## src/rtl/adder8_1_err_monitor_if.sv

```systemverilog
// Sample stream from the adder8_1 partition into the error monitor: window start,
// the approximate/exact result pair, and the valid/ready handshake.
interface adder8_1_err_monitor_if #(
    parameter int W = 4
);
    logic         start;
    logic         in_valid;
    logic         in_ready;
    logic [W-1:0] approx;
    logic [W-1:0] exact;

    modport master (
        output start,
        output in_valid,
        output approx,
        output exact,
        input  in_ready
    );

    modport slave (
        input  start,
        input  in_valid,
        input  approx,
        input  exact,
        output in_ready
    );
endinterface

```

## src/rtl/adder8_1_err_monitor.sv

```systemverilog
// Error-statistics monitor for the approximate adder8_1 partition: accumulates
// error count, max/summed absolute error and Hamming distance over NSAMP pairs.
module adder8_1_err_monitor #(
    parameter int W     = 4,
    parameter int NSAMP = 128,
    parameter int CNTW  = 16
) (
    input  logic                 clk,
    input  logic                 rst_n,
    adder8_1_err_monitor_if.slave mon,
    output logic                 busy,
    output logic                 done,
    output logic [CNTW-1:0]      samp_cnt,
    output logic [CNTW-1:0]      err_cnt,
    output logic [W-1:0]         max_err,
    output logic [CNTW+W-1:0]    sum_abs_err,
    output logic [CNTW+2:0]      hd_sum
);

    localparam int              HDW  = $clog2(W + 1);
    localparam logic [CNTW-1:0] LAST = CNTW'(NSAMP - 1);

    typedef enum logic [1:0] {
        S_IDLE,
        S_RUN,
        S_DONE
    } state_t;

    state_t state_q, state_d;

    logic [CNTW-1:0]   samp_cnt_q, samp_cnt_d;
    logic [CNTW-1:0]   err_cnt_q, err_cnt_d;
    logic [W-1:0]      max_err_q, max_err_d;
    logic [CNTW+W-1:0] sum_abs_q, sum_abs_d;
    logic [CNTW+2:0]   hd_sum_q, hd_sum_d;

    logic              accept;
    logic              clear;
    logic              in_ready_c;

    // |a - b| taken through a W+1 bit signed difference; always fits in W bits.
    function automatic logic [W-1:0] abs_diff(input logic [W-1:0] a, input logic [W-1:0] b);
        logic signed [W:0] d;
        logic signed [W:0] m;
        d = $signed({1'b0, a}) - $signed({1'b0, b});
        m = (d < 0) ? -d : d;
        return m[W-1:0];
    endfunction

    function automatic logic [HDW-1:0] popcnt(input logic [W-1:0] v);
        logic [HDW-1:0] c;
        c = '0;
        for (int i = 0; i < W; i++) begin
            c = c + HDW'(v[i]);
        end
        return c;
    endfunction

    function automatic logic [W-1:0] max_of(input logic [W-1:0] a, input logic [W-1:0] b);
        return (a > b) ? a : b;
    endfunction

    always_ff @(posedge clk) begin
        if (!rst_n) begin
            state_q <= S_IDLE;
        end else begin
            state_q <= state_d;
        end
    end

    always_comb begin
        state_d    = state_q;
        clear      = 1'b0;
        accept     = 1'b0;
        in_ready_c = 1'b0;
        busy       = 1'b0;
        done       = 1'b0;
        case (state_q)
            S_IDLE: begin
                if (mon.start) begin
                    state_d = S_RUN;
                    clear   = 1'b1;
                end
            end
            S_RUN: begin
                in_ready_c = 1'b1;
                busy       = 1'b1;
                accept     = mon.in_valid;
                if (mon.in_valid && (samp_cnt_q == LAST)) begin
                    state_d = S_DONE;
                end
            end
            S_DONE: begin
                done = 1'b1;
                if (mon.start) begin
                    state_d = S_RUN;
                    clear   = 1'b1;
                end
            end
            default: begin
                state_d = S_IDLE;
            end
        endcase
    end

    assign mon.in_ready = in_ready_c;

    // Stats only move on an accept, so pair data is never looked at while in_valid is low.
    always_comb begin
        logic [W-1:0] a;
        a          = abs_diff(mon.approx, mon.exact);
        samp_cnt_d = samp_cnt_q;
        err_cnt_d  = err_cnt_q;
        max_err_d  = max_err_q;
        sum_abs_d  = sum_abs_q;
        hd_sum_d   = hd_sum_q;
        if (clear) begin
            samp_cnt_d = '0;
            err_cnt_d  = '0;
            max_err_d  = '0;
            sum_abs_d  = '0;
            hd_sum_d   = '0;
        end else if (accept) begin
            samp_cnt_d = samp_cnt_q + 1'b1;
            err_cnt_d  = err_cnt_q + CNTW'(mon.approx != mon.exact);
            max_err_d  = max_of(max_err_q, a);
            sum_abs_d  = sum_abs_q + (CNTW + W)'(a);
            hd_sum_d   = hd_sum_q + (CNTW + 3)'(popcnt(mon.approx ^ mon.exact));
        end
    end

    always_ff @(posedge clk) begin
        if (!rst_n) begin
            samp_cnt_q <= '0;
            err_cnt_q  <= '0;
            max_err_q  <= '0;
            sum_abs_q  <= '0;
            hd_sum_q   <= '0;
        end else begin
            samp_cnt_q <= samp_cnt_d;
            err_cnt_q  <= err_cnt_d;
            max_err_q  <= max_err_d;
            sum_abs_q  <= sum_abs_d;
            hd_sum_q   <= hd_sum_d;
        end
    end

    assign samp_cnt    = samp_cnt_q;
    assign err_cnt     = err_cnt_q;
    assign max_err     = max_err_q;
    assign sum_abs_err = sum_abs_q;
    assign hd_sum      = hd_sum_q;

endmodule
```

## src/flat_wrapper.sv

```systemverilog
// flat-port wrapper written by rule: the top's interface ports become plain ports
module adder8_1_err_monitor_flat 
#(
    parameter int W     = 4,
    parameter int NSAMP = 128,
    parameter int CNTW  = 16
)
  (clk, rst_n, busy, done, samp_cnt, err_cnt, max_err, sum_abs_err, hd_sum, mon_start, mon_in_valid, mon_approx, mon_exact, mon_in_ready);
  adder8_1_err_monitor_if #(.W(W)) mon_i ();
  input  logic clk;
  input  logic rst_n;
  output logic busy;
  output logic done;
  output logic [CNTW-1:0] samp_cnt;
  output logic [CNTW-1:0] err_cnt;
  output logic [W-1:0] max_err;
  output logic [CNTW+W-1:0] sum_abs_err;
  output logic [CNTW+2:0] hd_sum;
  input wire logic [$bits(mon_i.start)-1:0] mon_start;
  input wire logic [$bits(mon_i.in_valid)-1:0] mon_in_valid;
  input wire logic [$bits(mon_i.approx)-1:0] mon_approx;
  input wire logic [$bits(mon_i.exact)-1:0] mon_exact;
  output wire logic [$bits(mon_i.in_ready)-1:0] mon_in_ready;
  assign mon_i.start = mon_start;
  assign mon_i.in_valid = mon_in_valid;
  assign mon_i.approx = mon_approx;
  assign mon_i.exact = mon_exact;
  assign mon_in_ready = mon_i.in_ready;
  adder8_1_err_monitor #(.W(W), .NSAMP(NSAMP), .CNTW(CNTW)) u_core (.clk(clk), .rst_n(rst_n), .mon(mon_i), .busy(busy), .done(done), .samp_cnt(samp_cnt), .err_cnt(err_cnt), .max_err(max_err), .sum_abs_err(sum_abs_err), .hd_sum(hd_sum));
endmodule
```

## config.mk

```make
export PLATFORM = sky130hd
export DESIGN_NAME = adder8_1_err_monitor_flat
export DESIGN_NICKNAME = d
export VERILOG_FILES = /design/src/rtl/adder8_1_err_monitor_if.sv /design/src/rtl/adder8_1_err_monitor.sv /design/src/flat_wrapper.sv
export SDC_FILE = /design/constraint.sdc
export NUM_CORES = 1
export LEC_CHECK = 0
export CAP_MARGIN = 20
export CORE_MARGIN = 5
export CORE_UTILIZATION = 30
export DETAILED_ROUTE_END_ITERATION = 10
export HOLD_SLACK_MARGIN = 0.12
export MAX_ROUTING_LAYER = met4
export PLACE_DENSITY_LB_ADDON = 0.05
export SETUP_SLACK_MARGIN = 0.15
export SLEW_MARGIN = 40
export SYNTH_ARGS = -nofsm -noshare
export SYNTH_HDL_FRONTEND = slang
export SYNTH_SLANG_ARGS = --single-unit
```

## constraint.sdc

```tcl
create_clock -name clk -period 8.45 [get_ports clk]
set_input_delay 0.845 -clock clk [delete_from_list [all_inputs] [get_ports clk]]
set_output_delay 0.845 -clock clk [all_outputs]
set_load 0.005 [all_outputs]
```

==> summary.txt <==
Run status
  • Outcome: finished clean

Placed design
  • # port buffers: 89
  • Placed cell count: roughly 700
  • Place WS: 4.07 ns
  • Hpwl dp: 7320 um
  • Gpl congestion: 0.791

Clocking
  • Resized Gates After CTS: 0
  • Clock-pin slew on the worst setup and hold paths: 0.07 ns
  • Latest clock arrival within the worst-skew pair: ~0.34 ns
  • H-tree Lvls: 3
  • Hold-fix buffers, CTS: 0
  • Maximum clock path buffer count: 2
  • Post-CTS Setup Inserts: 0
  • Inserted Clock Buffers: 9
  • Root Driver: clkbuf_16
  • Clk sinks: 77
  • CTS tree: done

GRT
  • Number of global-route vias before repair: 3,344
  • Initial antenna violation count: 0
  • Largest net degree at the start of global routing: 44
  • GRT overflow: 0
  • Total GRT Usage: 13.5%
  • First-pass GRT wire length: 17,000 um

Yosys
  • Average size of a mapped cell: between 8 and 9 um2
  • #FFs+latches synth: slightly below 80
  • Sequential-to-total area share from yosys stat: 38.4%
  • Synth cell count leaders: dfxtp_1 (77), nor2_1 (58), nand2_1 (38), xnor2_1 (34), a21oi_1 (26)
  • Most common cell in the synthesized netlist: dfxtp_1
  • Mapped Area: 4020 um2
  • Yosys top cell area share: 38.4%
  • Ys async rst share: 0%
  • Main synth FF type: dfxtp_1
  • Cell taking the most area after synthesis: dfxtp_1
  • EDFF count, synth: 0
  • Synth top area cells: dfxtp_1 (38%), xnor2_1 (7.4%), ha_1 (7.2%)
  • Cells after Synth: 450
  • Synth unique cells: 47
  • Synth Warn #: 0
  • Syn_nets: 489

Final layout
  • Nets: 576
  • Non-filler instance count after layout: approximately 720
  • Share of layout cells above drive strength 1: 6.64%
  • Layout Area Growth over Synthesis: 33.5%
  • Antenna Cells: 0
  • Final Util: around two fifths

Timing
  • Fin. max-slew vios: 0
  • RSZ-0062 raised after global routing: false
  • Worst slew pin tran: 0.717 ns
  • Final WS setup: between 4 and 5 ns
  • Max-slew headroom: 52.2%
  • Clk_skew: 0.00723 ns
  • Setup TNS: 0 ns
  • F_max: 248 MHz
  • Final hold violations: 0
  • Final setup violation count: 0
  • Minimum clock period: 4.03 ns
  • Fin crit share: 47.7%

Floorplanning
  • Core footprint: approximately 13,000 um2
  • Die H: 126 um
  • Std-Cell Rows: 42
  • Die W: ~130 um
  • I/O Pins: 90
  • Initial Util: 30.5%
  • Die area: between 15,000 and 20,000 um2

Critical path
  • Setup crit end kind: register
  • R2r worst-path depth: 7
  • Max FO, Critical Path: 6
  • Startpoint types: input pin
  • Critical Path RT: 8.66 ns
  • WS Path Type: in -> reg
  • WP data arrival: around 4.2 ns

Routing
  • Drt pass-1 iters: 4
  • Detailed-route wire length per cell: ~14 um
  • DR vias/cell: between 4 and 5
  • Post-DRT Antenna Nets: 0
  • Post-Route WL: 10,100 um
  • Vias: between 3,000 and 4,000
  • Iter 0 DRT Violations: ~160
  • DRC viols: 0

Power and ir drop
  • Clock group share of total power: 44.8%
  • Combinational power share: between 10% and 20%
  • Part of the power in registers: 42.8%
  • IR drop worst, VDD: 0.0686 mV
  • Pwr Total: between 800 and 900 uW
  • LEAKAGE: roughly 1.9 nW
  • P per Cell Area: 161 nW/um2
  • Sw power: 222 uW
  • Int Pwr: 642 uW
  • Switching share of total power: between 20% and 30%

Min path
  • Hold crit path type: reg -> reg
  • Hold Path Depth: 2

Job
  • Max cap viols: 0
## worst max-delay path: stages
cell and delay (ns):
clkdlybuf4s50_1 0.45, inv_1 0.04, ha_1 0.34, ha_1 0.30, inv_1 0.04, fa_1 0.48
inv_1 0.04, ha_1 0.20, fa_1 0.42, a21oi_1 0.50, nor2_1 0.17, and3_1 0.23
xnor2_1 0.13, nor2_1 0.05
## state kept, by name (all words and copies together) (netlist names)
| register | flops |
|---|---|
| u_core.state_q | 2 |
| u_core.samp_cnt | 16 |
| u_core.max_err | 4 |
| u_core.err_cnt | 16 |
| u_core.hd_sum | 19 |
| u_core.sum_abs_err | 20 |
## kinds of logic (layout without fill, tap and decap cells)
family                     count (synthesis)  after routing  synth area share, %
DFF                                       77             77                 38.4
xor gates and xnor gates                  54             54                 12.1
muxes                                      2              2                0.529
buffers and inverters                     37            129                 3.98
and+or+nand+nor                          197            197                 27.2
adders and majority gates                 27             27                 9.15
AOI/OAI and AO/OA                         56             56                 8.69
## power groups by stage
stage	clock network [mW]	logic [mW]	registers, mW
after floorplan	0	0.0764	0.377
after global placement	0	0.106	0.378
after detailed placement	0	0.109	0.378
after CTS	0.402	0.109	0.370
after global routing	0.419	0.120	0.370
final	0.387	0.107	0.370
## cells in the final DEF, fill, tap and decap left out, types with 4 or more instances in the layout
cell	instances
a211oi_1	6
a21o_1	6
a21oi_1	26
and3_1	12
and4_1	4
clkbuf_16	9
clkdlybuf4s50_1	89
dfxtp_1	77
fa_1	4
ha_1	23
inv_1	22
nand2_1	37
nand3_1	17
nand4_1	11
nor2_1	58
nor3_1	11
nor3b_1	4
nor4b_2	4
o21ai_0	12
or3_1	12
xnor2_1	34
xor2_1	19
## final timing paths
path | start | to | slack [ns]
hold reg to reg | u_core.err_cnt[0] | u_core.err_cnt[0] | 0.48
hold / removal | u_core.err_cnt[0] | u_core.err_cnt[0] | 0.48
setup / recovery | mon_approx[0] | u_core.hd_sum[6] | 4.42
setup reg to reg | u_core.hd_sum[0] | u_core.hd_sum[6] | 6.27
## final cells by class
cell class	count	area [um2]
Fill cell	1315	7820
Multi-Input combinational cell	336	2320
Sequential cell	77	1540
Timing Repair Buffer	91	906
Clock buffer	10	229
Tap cell	176	220
Inverter	22	82.6
Clock inverter	6	62.6
## stage by stage
step	cell area, um2	hold WS, ns
after floorplan	4020	0.465
after global placement	5070	0.465
after detailed placement	5070	0.474
after CTS	5370	0.483
after global routing	5370	0.521
final	5370	0.481
## per-layer routing
metal  global-route usage (%)  vias to the layer above  wire (um)
li1                         -                     1716          -
met1                     17.8                     1569       5010
met2                     20.1                       70       4480
met3                     3.18                       11        477
met4                     5.30                        0        180
met5                        -                        -          0
Note: power is estimated with default switching activity, not from simulation.
